<file path="config.mk">
export PLATFORM = sky130hd
export DESIGN_NAME = peak_select
export DESIGN_NICKNAME = d
export VERILOG_FILES = /design/src/rtl/tracker_pkg.sv /design/src/rtl/axis_smoother.sv /design/src/rtl/peak_select.sv
export SDC_FILE = /design/constraint.sdc
export NUM_CORES = 1
export LEC_CHECK = 0
export ABC_AREA = 1
export CAP_MARGIN = 40
export CORE_UTILIZATION = 55
export DETAILED_ROUTE_END_ITERATION = 7
export PLACE_DENSITY = 0.8
export SLEW_MARGIN = 10
export SYNTH_ARGS = -nofsm -noshare
export SYNTH_HDL_FRONTEND = slang
export SYNTH_SLANG_ARGS = --single-unit
</file>
<file path="constraint.sdc">
create_clock -name clk -period 2.8 [get_ports clk]
set_input_delay 0.7 -clock clk [delete_from_list [all_inputs] [get_ports clk]]
set_output_delay 0.7 -clock clk [all_outputs]
set_load 0.01 [all_outputs]
</file>
<file path="src/rtl/tracker_pkg.sv">
// ---------------------------------------------------------------------------
// tracker_pkg
// Shared types and default widths for the tracking datapath.
//   peak_state_t : pass FSM states used by peak_select (IDLE/SEARCH/PUBLISH)
//   COORD_W_DEF  : default template coordinate width (x 0..639, y 0..479)
//   SCORE_W_DEF  : default SAD score width (lower is better)
// ---------------------------------------------------------------------------
package tracker_pkg;

  localparam int COORD_W_DEF = 10;
  localparam int SCORE_W_DEF = 16;

  typedef enum logic [1:0] {
    IDLE    = 2'd0,
    SEARCH  = 2'd1,
    PUBLISH = 2'd2
  } peak_state_t;

endpackage

</file>
<file path="src/rtl/axis_smoother.sv">
// ---------------------------------------------------------------------------
// axis_smoother
// One exponential-moving-average step for a single axis (combinational).
//   i_cur  : currently published coordinate
//   i_best : raw winning coordinate of the pass just finished
//   i_en   : 1 = take a smoothed step toward i_best, 0 = jump to i_best
//   o_next : coordinate to publish
// The step is cur + ((best - cur) >>> SHIFT). The difference is formed one
// bit wider and signed; the arithmetic shift rounds toward minus infinity, so
// the result always lies between cur and best and fits in COORD_W bits.
// ---------------------------------------------------------------------------
module axis_smoother
  import tracker_pkg::*;
#(
  parameter int COORD_W = COORD_W_DEF,
  parameter int SHIFT   = 2
) (
  input  logic [COORD_W-1:0] i_cur,
  input  logic [COORD_W-1:0] i_best,
  input  logic               i_en,
  output logic [COORD_W-1:0] o_next
);

  logic signed [COORD_W:0] w_diff;
  logic signed [COORD_W:0] w_step;
  logic [COORD_W-1:0]      w_sum;

  assign w_diff = $signed({1'b0, i_best}) - $signed({1'b0, i_cur});
  assign w_step = w_diff >>> SHIFT;
  // Modular add; the true result is in range so dropping the top bit is exact.
  assign w_sum  = COORD_W'($unsigned(w_step) + {1'b0, i_cur});

  assign o_next = i_en ? w_sum : i_best;

endmodule

</file>
<file path="src/rtl/peak_select.sv">
// ---------------------------------------------------------------------------
// peak_select
// Per-pass minimum-SAD finder and template position publisher.
//   clk, rst_n          : clock, asynchronous active-low reset
//   tracking_mode       : tracking enabled; low forces IDLE and drops lock
//   smooth_mode         : 1 = EMA-smooth published position once locked
//   frame_start         : pulse, a new search pass begins (restarts in SEARCH)
//   score_valid, score, score_x, score_y : candidate stream, one per cycle
//   frame_done          : pulse, the last score of the pass has been sent
//   max_x, max_y        : published template top-left
//   max_ready           : one-cycle pulse, new publication (hit or miss)
//   best_score          : winning score of the last completed pass
//   lost                : consecutive misses reached MISS_LIMIT
//   dbg_state           : current pass FSM state
// Handshake: the score stream has no back-pressure; a candidate is consumed
// in every cycle where score_valid is high and the FSM is in SEARCH, and is
// ignored in any other state.
// ---------------------------------------------------------------------------
module peak_select
  import tracker_pkg::*;
#(
  parameter int          COORD_W      = COORD_W_DEF,
  parameter int          SCORE_W      = SCORE_W_DEF,
  parameter int          SMOOTH_SHIFT = 2,
  parameter int unsigned SCORE_THRESH = 32'h2000,
  parameter int          MISS_LIMIT   = 4
) (
  input  logic               clk,
  input  logic               rst_n,
  input  logic               tracking_mode,
  input  logic               smooth_mode,
  input  logic               frame_start,
  input  logic               score_valid,
  input  logic [SCORE_W-1:0] score,
  input  logic [COORD_W-1:0] score_x,
  input  logic [COORD_W-1:0] score_y,
  input  logic               frame_done,
  output logic [COORD_W-1:0] max_x,
  output logic [COORD_W-1:0] max_y,
  output logic               max_ready,
  output logic [SCORE_W-1:0] best_score,
  output logic               lost,
  output peak_state_t        dbg_state
);

  localparam logic [3:0] MISS_MAX = 4'(MISS_LIMIT);

  peak_state_t        r_state;
  peak_state_t        w_next_state;

  logic [SCORE_W-1:0] r_cur_best;
  logic               r_seen;
  logic [COORD_W-1:0] r_bx;
  logic [COORD_W-1:0] r_by;
  logic [COORD_W-1:0] r_max_x;
  logic [COORD_W-1:0] r_max_y;
  logic               r_max_ready;
  logic [SCORE_W-1:0] r_best_score;
  logic               r_lost;
  logic               r_locked;
  logic [3:0]         r_miss;

  logic               w_hit;
  logic               w_smooth_en;
  logic               w_better;
  logic [3:0]         w_miss_inc;
  logic [COORD_W-1:0] w_next_x;
  logic [COORD_W-1:0] w_next_y;

  // ---------------- FSM ----------------
  always_ff @(posedge clk or negedge rst_n) begin
    if (!rst_n) begin
      r_state <= IDLE;
    end else begin
      r_state <= w_next_state;
    end
  end

  always_comb begin
    w_next_state = r_state;
    if (!tracking_mode) begin
      w_next_state = IDLE;
    end else begin
      case (r_state)
        IDLE:    if (frame_start) w_next_state = SEARCH;
        // A restart takes priority over ending the pass in the same cycle.
        SEARCH:  if (!frame_start && frame_done) w_next_state = PUBLISH;
        PUBLISH: w_next_state = IDLE;
        default: w_next_state = IDLE;
      endcase
    end
  end

  // ---------------- comparator / publish decisions ----------------
  // Strict compare: on equal scores the earlier candidate is kept.
  assign w_better    = score_valid && (score < r_cur_best);
  assign w_hit       = r_seen && (32'(r_cur_best) <= SCORE_THRESH);
  assign w_smooth_en = r_locked && smooth_mode;
  assign w_miss_inc  = (r_miss < MISS_MAX) ? (r_miss + 4'd1) : r_miss;

  axis_smoother #(.COORD_W(COORD_W), .SHIFT(SMOOTH_SHIFT)) u_smooth_x (
    .i_cur  (r_max_x),
    .i_best (r_bx),
    .i_en   (w_smooth_en),
    .o_next (w_next_x)
  );

  axis_smoother #(.COORD_W(COORD_W), .SHIFT(SMOOTH_SHIFT)) u_smooth_y (
    .i_cur  (r_max_y),
    .i_best (r_by),
    .i_en   (w_smooth_en),
    .o_next (w_next_y)
  );

  // ---------------- datapath / output registers ----------------
  always_ff @(posedge clk or negedge rst_n) begin
    if (!rst_n) begin
      r_cur_best   <= '1;
      r_seen       <= 1'b0;
      r_bx         <= '0;
      r_by         <= '0;
      r_max_x      <= '0;
      r_max_y      <= '0;
      r_max_ready  <= 1'b0;
      r_best_score <= '1;
      r_lost       <= 1'b0;
      r_locked     <= 1'b0;
      r_miss       <= 4'd0;
    end else begin
      r_max_ready <= 1'b0;
      if (!tracking_mode) begin
        // Lock and miss history are dropped; positions and best_score hold.
        r_locked   <= 1'b0;
        r_miss     <= 4'd0;
        r_lost     <= 1'b0;
        r_cur_best <= '1;
        r_seen     <= 1'b0;
      end else begin
        case (r_state)
          IDLE: begin
            r_cur_best <= '1;
            r_seen     <= 1'b0;
          end
          SEARCH: begin
            if (frame_start) begin
              r_cur_best <= '1;
              r_seen     <= 1'b0;
            end else if (w_better) begin
              r_cur_best <= score;
              r_bx       <= score_x;
              r_by       <= score_y;
              r_seen     <= 1'b1;
            end
          end
          PUBLISH: begin
            r_best_score <= r_cur_best;
            r_max_ready  <= 1'b1;
            if (w_hit) begin
              r_miss   <= 4'd0;
              r_lost   <= 1'b0;
              r_locked <= 1'b1;
              r_max_x  <= w_next_x;
              r_max_y  <= w_next_y;
            end else begin
              r_miss <= w_miss_inc;
              r_lost <= (w_miss_inc == MISS_MAX);
            end
          end
          default: ;
        endcase
      end
    end
  end

  assign max_x      = r_max_x;
  assign max_y      = r_max_y;
  assign max_ready  = r_max_ready;
  assign best_score = r_best_score;
  assign lost       = r_lost;
  assign dbg_state  = r_state;

endmodule

</file>
==> metrics.md <==
| Metric | Value |
|---|---|
| Leakage power total | 3.69 nW |
| Count of final setup violators | 0 |
| Synth area leader | dfrtp_1 |
| Fmax | 360 MHz |
| Final Max Tran Viols | 0 |
| Vias/cell | 5.52 |
| Syn Nets | 899 |
| CP required | 3.07 ns |
| DRC marker count from the first detailed-route iteration | ~350 |
| Min-delay worst type | input port to async pin |
| Top cells by area, synth | dfrtp_1 (21%), nand2_1 (16%), dfstp_2 (14%) |
| Critical-path cell list | inv_2 -> ha_4 -> a21oi_2 -> o21ai_0 -> a21oi_1 -> buf_4 -> xnor2_1 -> ha_1 -> nand2_1 -> inv_1 -> a21oi_1 -> or2_2 -> nand3_1 -> nand2_1 -> o21ai_0 |
| Detail Placement HPWL | 11100 um |
| Synth Warn # | 0 |
| Final critical-path required period | about 2.8 ns |
| Grt total ovfl | 0 |
| R2r startpoint | max_y[2] |
| Share of flip-flops with an asynchronous set or reset | 100% |
| DR pass1 iterations | 6 |
| Crit path buffers/inverters | 3 |
| Die Height | 105 um |
| Power Dens Cells | 618 nW/um^2 |
| RD Place Congestion | 0.883 |
| Vias in the first global route | roughly 5500 |
| Ports | 83 |
| Arr. time, crit path | 3.05 ns |
| Max Clock Skew | 0.0176 ns |
| Max-cap viol count | 0 |
| Cell family with most CP delay | compound AO/OA/AOI/OAI gates |
| Clock root cell | clkbuf_8 |
| Final core utilization | 72.4% |
| Overall Global Routing Usage | approximately 28% |
| Crit end category | register |
| Hold slack | about 0.31 ns |
| Sequential-to-total area share from yosys stat | a little over a third |
| Mapped cell area | 5830 sq um |
| I/O Buffers | roughly 80 |
| First-pass GRT wire length | about 25000 um |
| Post-synth top flop | dfrtp_1 |
| # DRC | 0 |
| Num CTS Buffers | 9 |
| CP Launch Type | register |
| CP peak stage delay | 0.42 ns |
| Power consumption | 0.00460 W |
| Area grow syn2layout | 27.8% |
| Diode count | 0 |
| Die width | 105 um |
| Worst slew pin tran | between 0.8 and 0.9 ns |
| Routed Antenna Nets | 0 |
| Fill count | 793 |
| Worst setup path class | register to register |
| Commonest cells in the netlist | nand2_1 (252), inv_1 (91), nand3_1 (87) |
| Maximum vdd ir drop | 0.279 mV |
| H-tree depth | 3 |
| Worst Reg-to-Reg Cells | 15 |
| Fraction of layout cells with a size suffix above 1 | 16.7% |
| Core area | 10300 sq um |
| Row count | 37 |
| Final period util | 99.1% |
| CP max-delay cell | dfrtp_1 |
| Yosys top cell area share | a little over a fifth |
| Vias | 5753 |
| CTS tree | done |
| Die area | 11000 sq um |
| Largest net degree at the start of global routing | 47 |
| Status | completed |
| Count leader, synth | nand2_1 |
| Maximum clock path buffer count | 2 |
| Initial Util | a little under three fifths |
| Number of flops mapped to enable cells by yosys | 0 |
| Drt total wl | around 16000 um |
| Initial antenna violation count | 0 |
| Avg Inst Size Synth | 7.28 sq um |
| CP max FO | 5 |
| Reg clk slew, reported paths | approximately 0.10 ns |
| FF-to-FF End | max_y[5] |
| NumNets Final | 1000 |
| Yosys cell types | 38 |
| Post-synthesis register bit count | just over 80 |
| R2R Setup Slk | 0.02 ns |
| WL/cell | 15.0 um |
| Rel. slew slack | roughly 44% |
| Post-Synthesis Cells | 800 |
| Final hold vios | 0 |
| CP startpoint | max_y[2] |
| Clock insertion delay at the later pin of the skew report | 0.36 ns |
| # clock sinks | 82 |
## sequential cells by signal (all words and copies together), names as in the netlist
signal      count
r_locked        1
max_ready       1
max_y          10
lost            1
dbg_state       2
r_by           10
r_cur_best     16
r_bx           10
best_score     16
max_x          10
r_seen          1
r_miss          4
## metrics by stage
stage / setup WS (ns) / cell area, sq um / setup TNS [ns] / instances
floorplan: 0.171 / 5830 / 0 / 800
global placement: 0.0950 / 6810 / 0 / 1008
detailed placement: -0.0830 / 6810 / -0.0929 / 1008
CTS: 0.0179 / 7050 / 0 / 1027
global route: -0.199 / 7440 / -1.24 / 1042
finish: 0.0243 / 7440 / 0 / 1042
## kinds of logic (layout without fill, tap and decap cells)
group / after synthesis / after routing / synth area share, %
xor+xnor: 23 / 23 / 3.46
simple gates: 420 / 420 / 30.6
fa+ha+maj: 56 / 56 / 12.3
compound gates: 102 / 102 / 9.28
flops: 82 / 82 / 35.9
buf+inv: 117 / 223 / 8.46
## worst reg2reg max path: stages, from the launching register on
cell and delay [ns]:
dfrtp_1 0.42, inv_2 0.09, ha_4 0.22, a21oi_2 0.18
o21ai_0 0.11, a21oi_1 0.22, buf_4 0.16, xnor2_1 0.08
ha_1 0.37, nand2_1 0.12, inv_1 0.11, a21oi_1 0.09
or2_2 0.28, nand3_1 0.08, nand2_1 0.06, o21ai_0 0.09
## report_power, final
| part | total [W] | internal (W) | switching, W | leakage (nW) |
|---|---|---|---|---|
| clock network | 0.000831 | 0.000353 | 0.000478 | 0.0899 |
| registers | 0.00162 | 0.00144 | 0.000175 | 0.927 |
| logic | 0.00215 | 0.000970 | 0.00118 | 2.67 |
## worst max path at each step
stage | endpoint | slack [ns] | cells past startpoint
after floorplan | max_y[7] | 0.17 | 17
after global placement | max_y[9] | 0.1 | 20
after detailed placement | max_y[9] | -0.08 | 18
after CTS | max_y[7] | 0.02 | 17
after global routing | max_y[7] | -0.20 | 17
final | max_y[5] | 0.02 | 15
## what timing repair did
item | CTS | global route
endpoints found under the setup margin | 2 | 14
pin swaps | 1 | 22
buffers inserted | 3 | 15
gates resized for setup | 4 | 64
hold buffers | 0 | 0
## per-layer routing
metal,wire (um),vias up,share of wire [%],GRT usage [%]
met4,313,0,2.0,10.6
met3,969,29,6.2,3.56
met5,0,-,0,0
met2,7800,236,50,48.1
li1,-,2777,-,-
met1,6560,2711,42,35.6
## layout by cell type, fill, tap and decap left out, types with 3 or more instances in the layout
cell type	instances
inv_2	8
ha_1	39
nor2_4	3
nand2_2	11
inv_1	85
dfrtp_1	50
buf_12	3
clkbuf_8	10
xnor2_1	14
nor3_1	4
dfstp_2	32
ha_4	14
nand3_2	4
a21oi_2	11
nor2_1	53
nand2_1	241
xor2_1	7
o21ai_1	9
nand4_1	5
a21oi_1	28
o21ai_0	41
nor2_2	5
clkdlybuf4s50_1	81
buf_4	29
nand2_4	4
nand3_1	83
## cell type report
type / count / area, sq um / share of cell area, %
clock buffers: 11 / 141 / 1.90
well taps: 136 / 170 / 2.29
flip-flops and latches: 82 / 2090 / 28.1
clock inverters: 5 / 38.8 / 0.521
multi-input cells: 601 / 3560 / 47.8
inverters: 94 / 354 / 4.76
repair buffers: 113 / 1090 / 14.6
No activity file was read; power rests on OpenSTA's default activity.
